`src/rtl/spram_fifo_ctrl_pkg.sv`:
```
// Shared definitions for the single-port-RAM FIFO controller.
//  DW_DEFAULT / AW_DEFAULT : default data and address widths (match the 256x8 RAM)
//  DEPTH                   : number of RAM entries for the default address width
//  ram_op_e                : encoding of the RAM wr pin (OP_RD = 0, OP_WR = 1)
package spram_fifo_pkg;

  localparam int DW_DEFAULT = 8;
  localparam int AW_DEFAULT = 8;
  localparam int DEPTH      = 2 ** AW_DEFAULT;

  typedef enum logic {
    OP_RD = 1'b0,
    OP_WR = 1'b1
  } ram_op_e;

endpackage

```
`src/rtl/spram_fifo_ctrl_if.sv`:
```
// Bundle of every signal between the FIFO controller and its neighbours.
//  Write stream : in_valid, in_ready, in_data
//  Read stream  : out_valid, out_ready, out_data
//  RAM side     : ram_addr, ram_wdata, ram_wr, ram_rdata
//  Status/debug : count (entries held in RAM), rd_inflight (RAM read in flight)
//
// Handshake rule for both streams: a word transfers on a rising clk edge where
// valid && ready are both 1. A source that raises valid holds it and its data
// stable until that transfer happens; ready may change freely.
//
// Modports: slave = the controller, master = the surrounding logic / bench.
interface spram_fifo_ctrl_if #(
  parameter int DW = 8,
  parameter int AW = 8
);

  logic          in_valid;
  logic          in_ready;
  logic [DW-1:0] in_data;
  logic          out_valid;
  logic          out_ready;
  logic [DW-1:0] out_data;
  logic [AW-1:0] ram_addr;
  logic [DW-1:0] ram_wdata;
  logic          ram_wr;
  logic [DW-1:0] ram_rdata;
  logic [AW:0]   count;
  logic          rd_inflight;

  modport slave (
    input  in_valid, in_data, out_ready, ram_rdata,
    output in_ready, out_valid, out_data, ram_addr, ram_wdata, ram_wr,
           count, rd_inflight
  );

  modport master (
    output in_valid, in_data, out_ready, ram_rdata,
    input  in_ready, out_valid, out_data, ram_addr, ram_wdata, ram_wr,
           count, rd_inflight
  );

endinterface

```
`src/rtl/spram_fifo_ctrl.sv`:
```
// FIFO controller in front of a single-port RAM with a registered read port.
// Only one RAM operation per cycle, so reads and writes are arbitrated:
// a read is issued whenever RAM holds data and the output register is free,
// and that read beats any push in the same cycle.
//
// Ports:
//  clk   : rising-edge clock
//  rst_n : asynchronous active-low reset (RAM contents are not cleared)
//  bus   : spram_fifo_ctrl_if.slave (write stream, read stream, RAM pins,
//          entry count and rd_inflight debug flag)
//
// Read pipeline: issue cycle (RAM address = rd_ptr) -> capture cycle
// (ram_rdata -> out_data) -> out_valid held until popped. The next read can
// only issue after the pop, so sustained pop rate is one word per 3 cycles.
module spram_fifo_ctrl
  import spram_fifo_pkg::*;
#(
  parameter int DW = DW_DEFAULT,
  parameter int AW = AW_DEFAULT
) (
  input  logic             clk,
  input  logic             rst_n,
  spram_fifo_ctrl_if.slave bus
);

  localparam logic [AW:0] FULL = (AW+1)'(2 ** AW);

  logic [AW-1:0] wr_ptr;
  logic [AW-1:0] rd_ptr;
  logic [AW:0]   count_q;
  logic          rd_inflight_q;
  logic          out_valid_q;
  logic [DW-1:0] out_data_q;

  logic rd_issue;
  logic in_ready_c;
  logic push;

  assign rd_issue   = (count_q != '0) && !rd_inflight_q && !out_valid_q;
  assign in_ready_c = (count_q != FULL) && !rd_issue;
  // rst_n gating keeps the un-reset RAM from being written while reset is held.
  assign push       = bus.in_valid && in_ready_c && rst_n;

  assign bus.in_ready    = in_ready_c;
  assign bus.ram_wr      = push ? OP_WR : OP_RD;
  // Idle cycles also present rd_ptr; the resulting read data is never captured.
  assign bus.ram_addr    = push ? wr_ptr : rd_ptr;
  assign bus.ram_wdata   = bus.in_data;
  assign bus.out_valid   = out_valid_q;
  assign bus.out_data    = out_data_q;
  assign bus.count       = count_q;
  assign bus.rd_inflight = rd_inflight_q;

  always_ff @(posedge clk or negedge rst_n) begin
    if (!rst_n) begin
      wr_ptr        <= '0;
      rd_ptr        <= '0;
      count_q       <= '0;
      rd_inflight_q <= 1'b0;
      out_valid_q   <= 1'b0;
      out_data_q    <= '0;
    end else begin
      // rd_issue and push are mutually exclusive, so count moves by one at most.
      if (rd_issue) begin
        rd_ptr  <= rd_ptr + AW'(1);
        count_q <= count_q - (AW+1)'(1);
      end else if (push) begin
        wr_ptr  <= wr_ptr + AW'(1);
        count_q <= count_q + (AW+1)'(1);
      end

      rd_inflight_q <= rd_issue;

      // A capture can only follow an issue, which required out_valid = 0,
      // so capture and pop never coincide.
      if (rd_inflight_q) begin
        out_data_q  <= bus.ram_rdata;
        out_valid_q <= 1'b1;
      end else if (out_valid_q && bus.out_ready) begin
        out_valid_q <= 1'b0;
      end
    end
  end

endmodule

```
`src/flat_wrapper.sv`:
```
// flat-port wrapper written by rule: the top's interface ports become plain ports
module spram_fifo_ctrl_flat import spram_fifo_pkg::*;
#(
  parameter int DW = DW_DEFAULT,
  parameter int AW = AW_DEFAULT
)
  (clk, rst_n, bus_in_valid, bus_in_data, bus_out_ready, bus_ram_rdata, bus_in_ready, bus_out_valid, bus_out_data, bus_ram_addr, bus_ram_wdata, bus_ram_wr, bus_count, bus_rd_inflight);
  spram_fifo_ctrl_if #(.DW(DW), .AW(AW)) bus_i ();
  input  logic clk;
  input  logic rst_n;
  input wire logic [$bits(bus_i.in_valid)-1:0] bus_in_valid;
  input wire logic [$bits(bus_i.in_data)-1:0] bus_in_data;
  input wire logic [$bits(bus_i.out_ready)-1:0] bus_out_ready;
  input wire logic [$bits(bus_i.ram_rdata)-1:0] bus_ram_rdata;
  output wire logic [$bits(bus_i.in_ready)-1:0] bus_in_ready;
  output wire logic [$bits(bus_i.out_valid)-1:0] bus_out_valid;
  output wire logic [$bits(bus_i.out_data)-1:0] bus_out_data;
  output wire logic [$bits(bus_i.ram_addr)-1:0] bus_ram_addr;
  output wire logic [$bits(bus_i.ram_wdata)-1:0] bus_ram_wdata;
  output wire logic [$bits(bus_i.ram_wr)-1:0] bus_ram_wr;
  output wire logic [$bits(bus_i.count)-1:0] bus_count;
  output wire logic [$bits(bus_i.rd_inflight)-1:0] bus_rd_inflight;
  assign bus_i.in_valid = bus_in_valid;
  assign bus_i.in_data = bus_in_data;
  assign bus_i.out_ready = bus_out_ready;
  assign bus_i.ram_rdata = bus_ram_rdata;
  assign bus_in_ready = bus_i.in_ready;
  assign bus_out_valid = bus_i.out_valid;
  assign bus_out_data = bus_i.out_data;
  assign bus_ram_addr = bus_i.ram_addr;
  assign bus_ram_wdata = bus_i.ram_wdata;
  assign bus_ram_wr = bus_i.ram_wr;
  assign bus_count = bus_i.count;
  assign bus_rd_inflight = bus_i.rd_inflight;
  spram_fifo_ctrl #(.DW(DW), .AW(AW)) u_core (.clk(clk), .rst_n(rst_n), .bus(bus_i));
endmodule
```
`config.mk`:
```
export PLATFORM = sky130hd
export DESIGN_NAME = spram_fifo_ctrl_flat
export DESIGN_NICKNAME = d
export VERILOG_FILES = /design/src/rtl/spram_fifo_ctrl_pkg.sv /design/src/rtl/spram_fifo_ctrl_if.sv /design/src/rtl/spram_fifo_ctrl.sv /design/src/flat_wrapper.sv
export SDC_FILE = /design/constraint.sdc
export NUM_CORES = 1
export LEC_CHECK = 0
export BUFFER_PORTS_ARGS = -buffer_cell sky130_fd_sc_hd__buf_2
export CAP_MARGIN = 15
export CORE_AREA = 3 3 69 71
export DETAILED_ROUTE_END_ITERATION = 8
export DIE_AREA = 0 0 72 74
export PLACE_DENSITY = 0.75
export SETUP_SLACK_MARGIN = 0.4
export SYNTH_ARGS = -nofsm -noshare
export SYNTH_HDL_FRONTEND = slang
export SYNTH_SLANG_ARGS = --single-unit
```
`constraint.sdc`:
```
create_clock -name clk -period 2.39 [get_ports clk]
set_clock_uncertainty 0.1 [all_clocks]
set_input_delay 0.478 -clock clk [delete_from_list [all_inputs] [get_ports clk]]
set_output_delay 0.478 -clock clk [all_outputs]
set_load 0.03 [all_outputs]
```
==> metrics <==
setup TNS -2.35 ns; initial antenna violation count 0; pre-CTS setup slack -0.0865 ns; asr flop ratio synth 100%; register area share after synthesis 45.2%; drt total wl 5730 um; pwr/cell area 1820 nW/um2; CP Cell Sequence nor4_4, buf_4, a21o_1, nand3_4, clkbuf_16, nand2_4, nand2_4, buf_6; layout cells sized above 1 63.7%; first-pass GRT wire length 8380 um; Synth cell types 35; largest net degree at the start of global routing 36; Relative slew margins 69.4%; reg2reg start u_core.bus.count[2]; register-to-register setup slack -0.19 ns; Worst Path Class, Setup reg2out; Tot Pwr 5.69 mW; width of the chip 72 um; post-synth top area share 45.2%; area of the core 4290 um2; vias per inst 5.33; worst slew pin tran 0.458 ns; met1 Track Usage GR 25.2%; unrepaired setup endpoints after global routing true; Fin. Hold Viols 0; Nets 296; CTS Sinks 35; violated checks negative setup slack; DRT antenna net count 0; CP endpoint kind output port; top cells by count, synth nand2_1 (41), dfrtp_1 (35), xnor2_1 (16); vias in the first global route 1653; status finished with violations; worst hold slack 0.180 ns; count leader, synth nand2_1; Synth area leaders dfrtp_1 (45%), nand2_1 (7.9%), xnor2_1 (7.2%), ha_1 (5.8%), mux2_2 (5.8%); P_leak 1.51 nW; GRT Overall Usage 20.6%; worst setup margin -0.211 ns; Reg2Reg Capture Point u_core.bus.count[8]; DRT Pass-1 Iters 4; cell area after synthesis 1940 um2; Most Crowded Layer GR met2; crit path time final 2.60 ns; synthesized flop and latch total 35; Filler cells 268; Synth Flop Type dfrtp_1; worst skew pair latency 0.29 ns; CP most frequent cell nand2_4; ant diodes 0; Die Height 74 um; R2R cell count 10; gpl congestion 0.795; final setup fails 16; DR vias 1700; CTS H-tree depth 2; critical path arrival 2.02 ns; Worst Path Required 1.81 ns; DR iter-0 viols 83; Hold WC Path Type in2async; Worst-path clk slew 0.08 ns; worst vdd ir 0.00121 V; Final period util 109%; storage element area 886 um2; met3 usage 5.27%; CTS buffer count 5; DIE AREA 5330 um2; hpwl dp 3140 um; Synth Instances 184; GRT Residual Overflow 0; Root Buffer clkbuf_8; placed cell area 2480 um2; FP Rows 24; I/O Buffers 40; Ys Warns 0; Max FO, Critical Path 5; critical path's largest stage delay 0.43 ns; Routed wire per std cell 18.0 um; max_cap viols 0; CTS tree done; post-route design area 3130 um2; Area growth syn-to-layout 61.7%; Clock Path Buffers 2; synthesized area per cell 10.5 um2; DRC Markers 0; fmax 385 MHz; max-slew violations 0; CP max-delay cell dfrtp_2; Ports 57; footprint of the multi-input gates 1350 um2; Post-synth EDFFs 0; startpoint types flop; largest area contributor in the netlist dfrtp_1; Initial Util 45.1%; Synth Net Count 214; met2 Track Usage GR 35.2%
-- timing repair --
| action | 4_1_cts | 5_1_grt |
|---|---|---|
| endpoints found under the hold margin | 0 | 0 |
| resized for setup | 56 | 31 |
| pin swaps | 23 | 24 |
| buffers inserted | 11 | 12 |
| hold buffers | 0 | 0 |
| endpoints found under the setup margin | 26 | 31 |
| gates cloned | 1 | 1 |
-- where the power goes --
| group | switching, mW | total (mW) | internal [mW] |
|---|---|---|---|
| logic | 2.06 | 4.07 | 2.01 |
| registers | 0.296 | 1.17 | 0.872 |
| clock network | 0.218 | 0.451 | 0.233 |
-- cells by family (layout without fill, tap and decap cells) --
kind of cell	Yosys count	after routing	synth area share [%]
AND/OR/NAND/NOR	69	69	18.5
buffers and inverters	15	98	4.97
AO/OA/AOI/OAI	23	23	8.72
adder cells (fa/ha/maj)	10	10	6.84
flip-flops	35	35	45.2
multiplexers	11	11	6.33
XOR/XNOR	21	21	9.49
-- metal layers --
| metal | up-vias | wire length (um) |
|---|---|---|
| met5 | - | 0 |
| met4 | 0 | 201 |
| met3 | 18 | 222 |
| met2 | 49 | 2840 |
| met1 | 839 | 2470 |
| li1 | 794 | - |
-- sequential cells by signal, summed over array words and instances, names as in the netlist --
register and cells:
u_core.bus.out_valid 1, u_core.bus.count 9, u_core.bus.out_data 8, u_core.bus.rd_inflight 1, u_core.rd_ptr 8, u_core.wr_ptr 8
-- through the flow --
stage	std cells	util (%)
after detailed placement	286	57.9
after global routing	319	73.0
final	319	73.0
after CTS	306	67.4
after floorplan	184	-
after global placement	286	57.9
-- worst max-delay path, delay by kind of cell (launching register included) --
kind | cells | cell delay (ns)
simple gates | 4 | 0.60
flops | 1 | 0.43
compound gates | 1 | 0.18
buf+inv | 3 | 0.52
-- final cells by class --
cell class / instances / share of cell area (%)
clock inverter: 1 / 0.160
inverter: 3 / 0.759
sequential: 35 / 28.3
timing repair buffer: 87 / 22.8
clock buffer: 7 / 2.76
tap: 52 / 2.08
multi-input combinational: 134 / 43.1
-- placed cells by master, fill, tap and decap left out, types with 4 or more instances in the layout --
cell type	count
nand2_2	7
buf_2	31
buf_6	22
dfrtp_2	8
mux2_2	9
a21o_1	5
clkbuf_8	6
xnor2_1	12
xnor2_2	4
nand2_1	13
dfrtp_1	27
nand4_1	7
xor2_1	5
nand2_4	21
o21ai_1	6
ha_4	6
nand3_2	4
buf_4	29
-- how the worst max path moves through the flow --
stage / startpoint / to / slack, ns / depth (start not counted)
3_3_place_gp: u_core.bus.count[1] / u_core.bus.count[8] / -0.02 / 8
6_report: u_core.bus.count[2] / bus_ram_addr[3] / -0.21 / 8
5_1_grt: u_core.bus.count[2] / bus_ram_addr[2] / -0.32 / 8
4_1_cts: u_core.bus.count[5] / bus_ram_addr[3] / -0.18 / 8
3_5_place_dp: u_core.bus.count[1] / u_core.bus.count[8] / -0.09 / 8
2_1_floorplan: u_core.bus.out_valid / u_core.bus.count[8] / -0.21 / 8
Note: power is estimated with default switching activity, not from simulation.
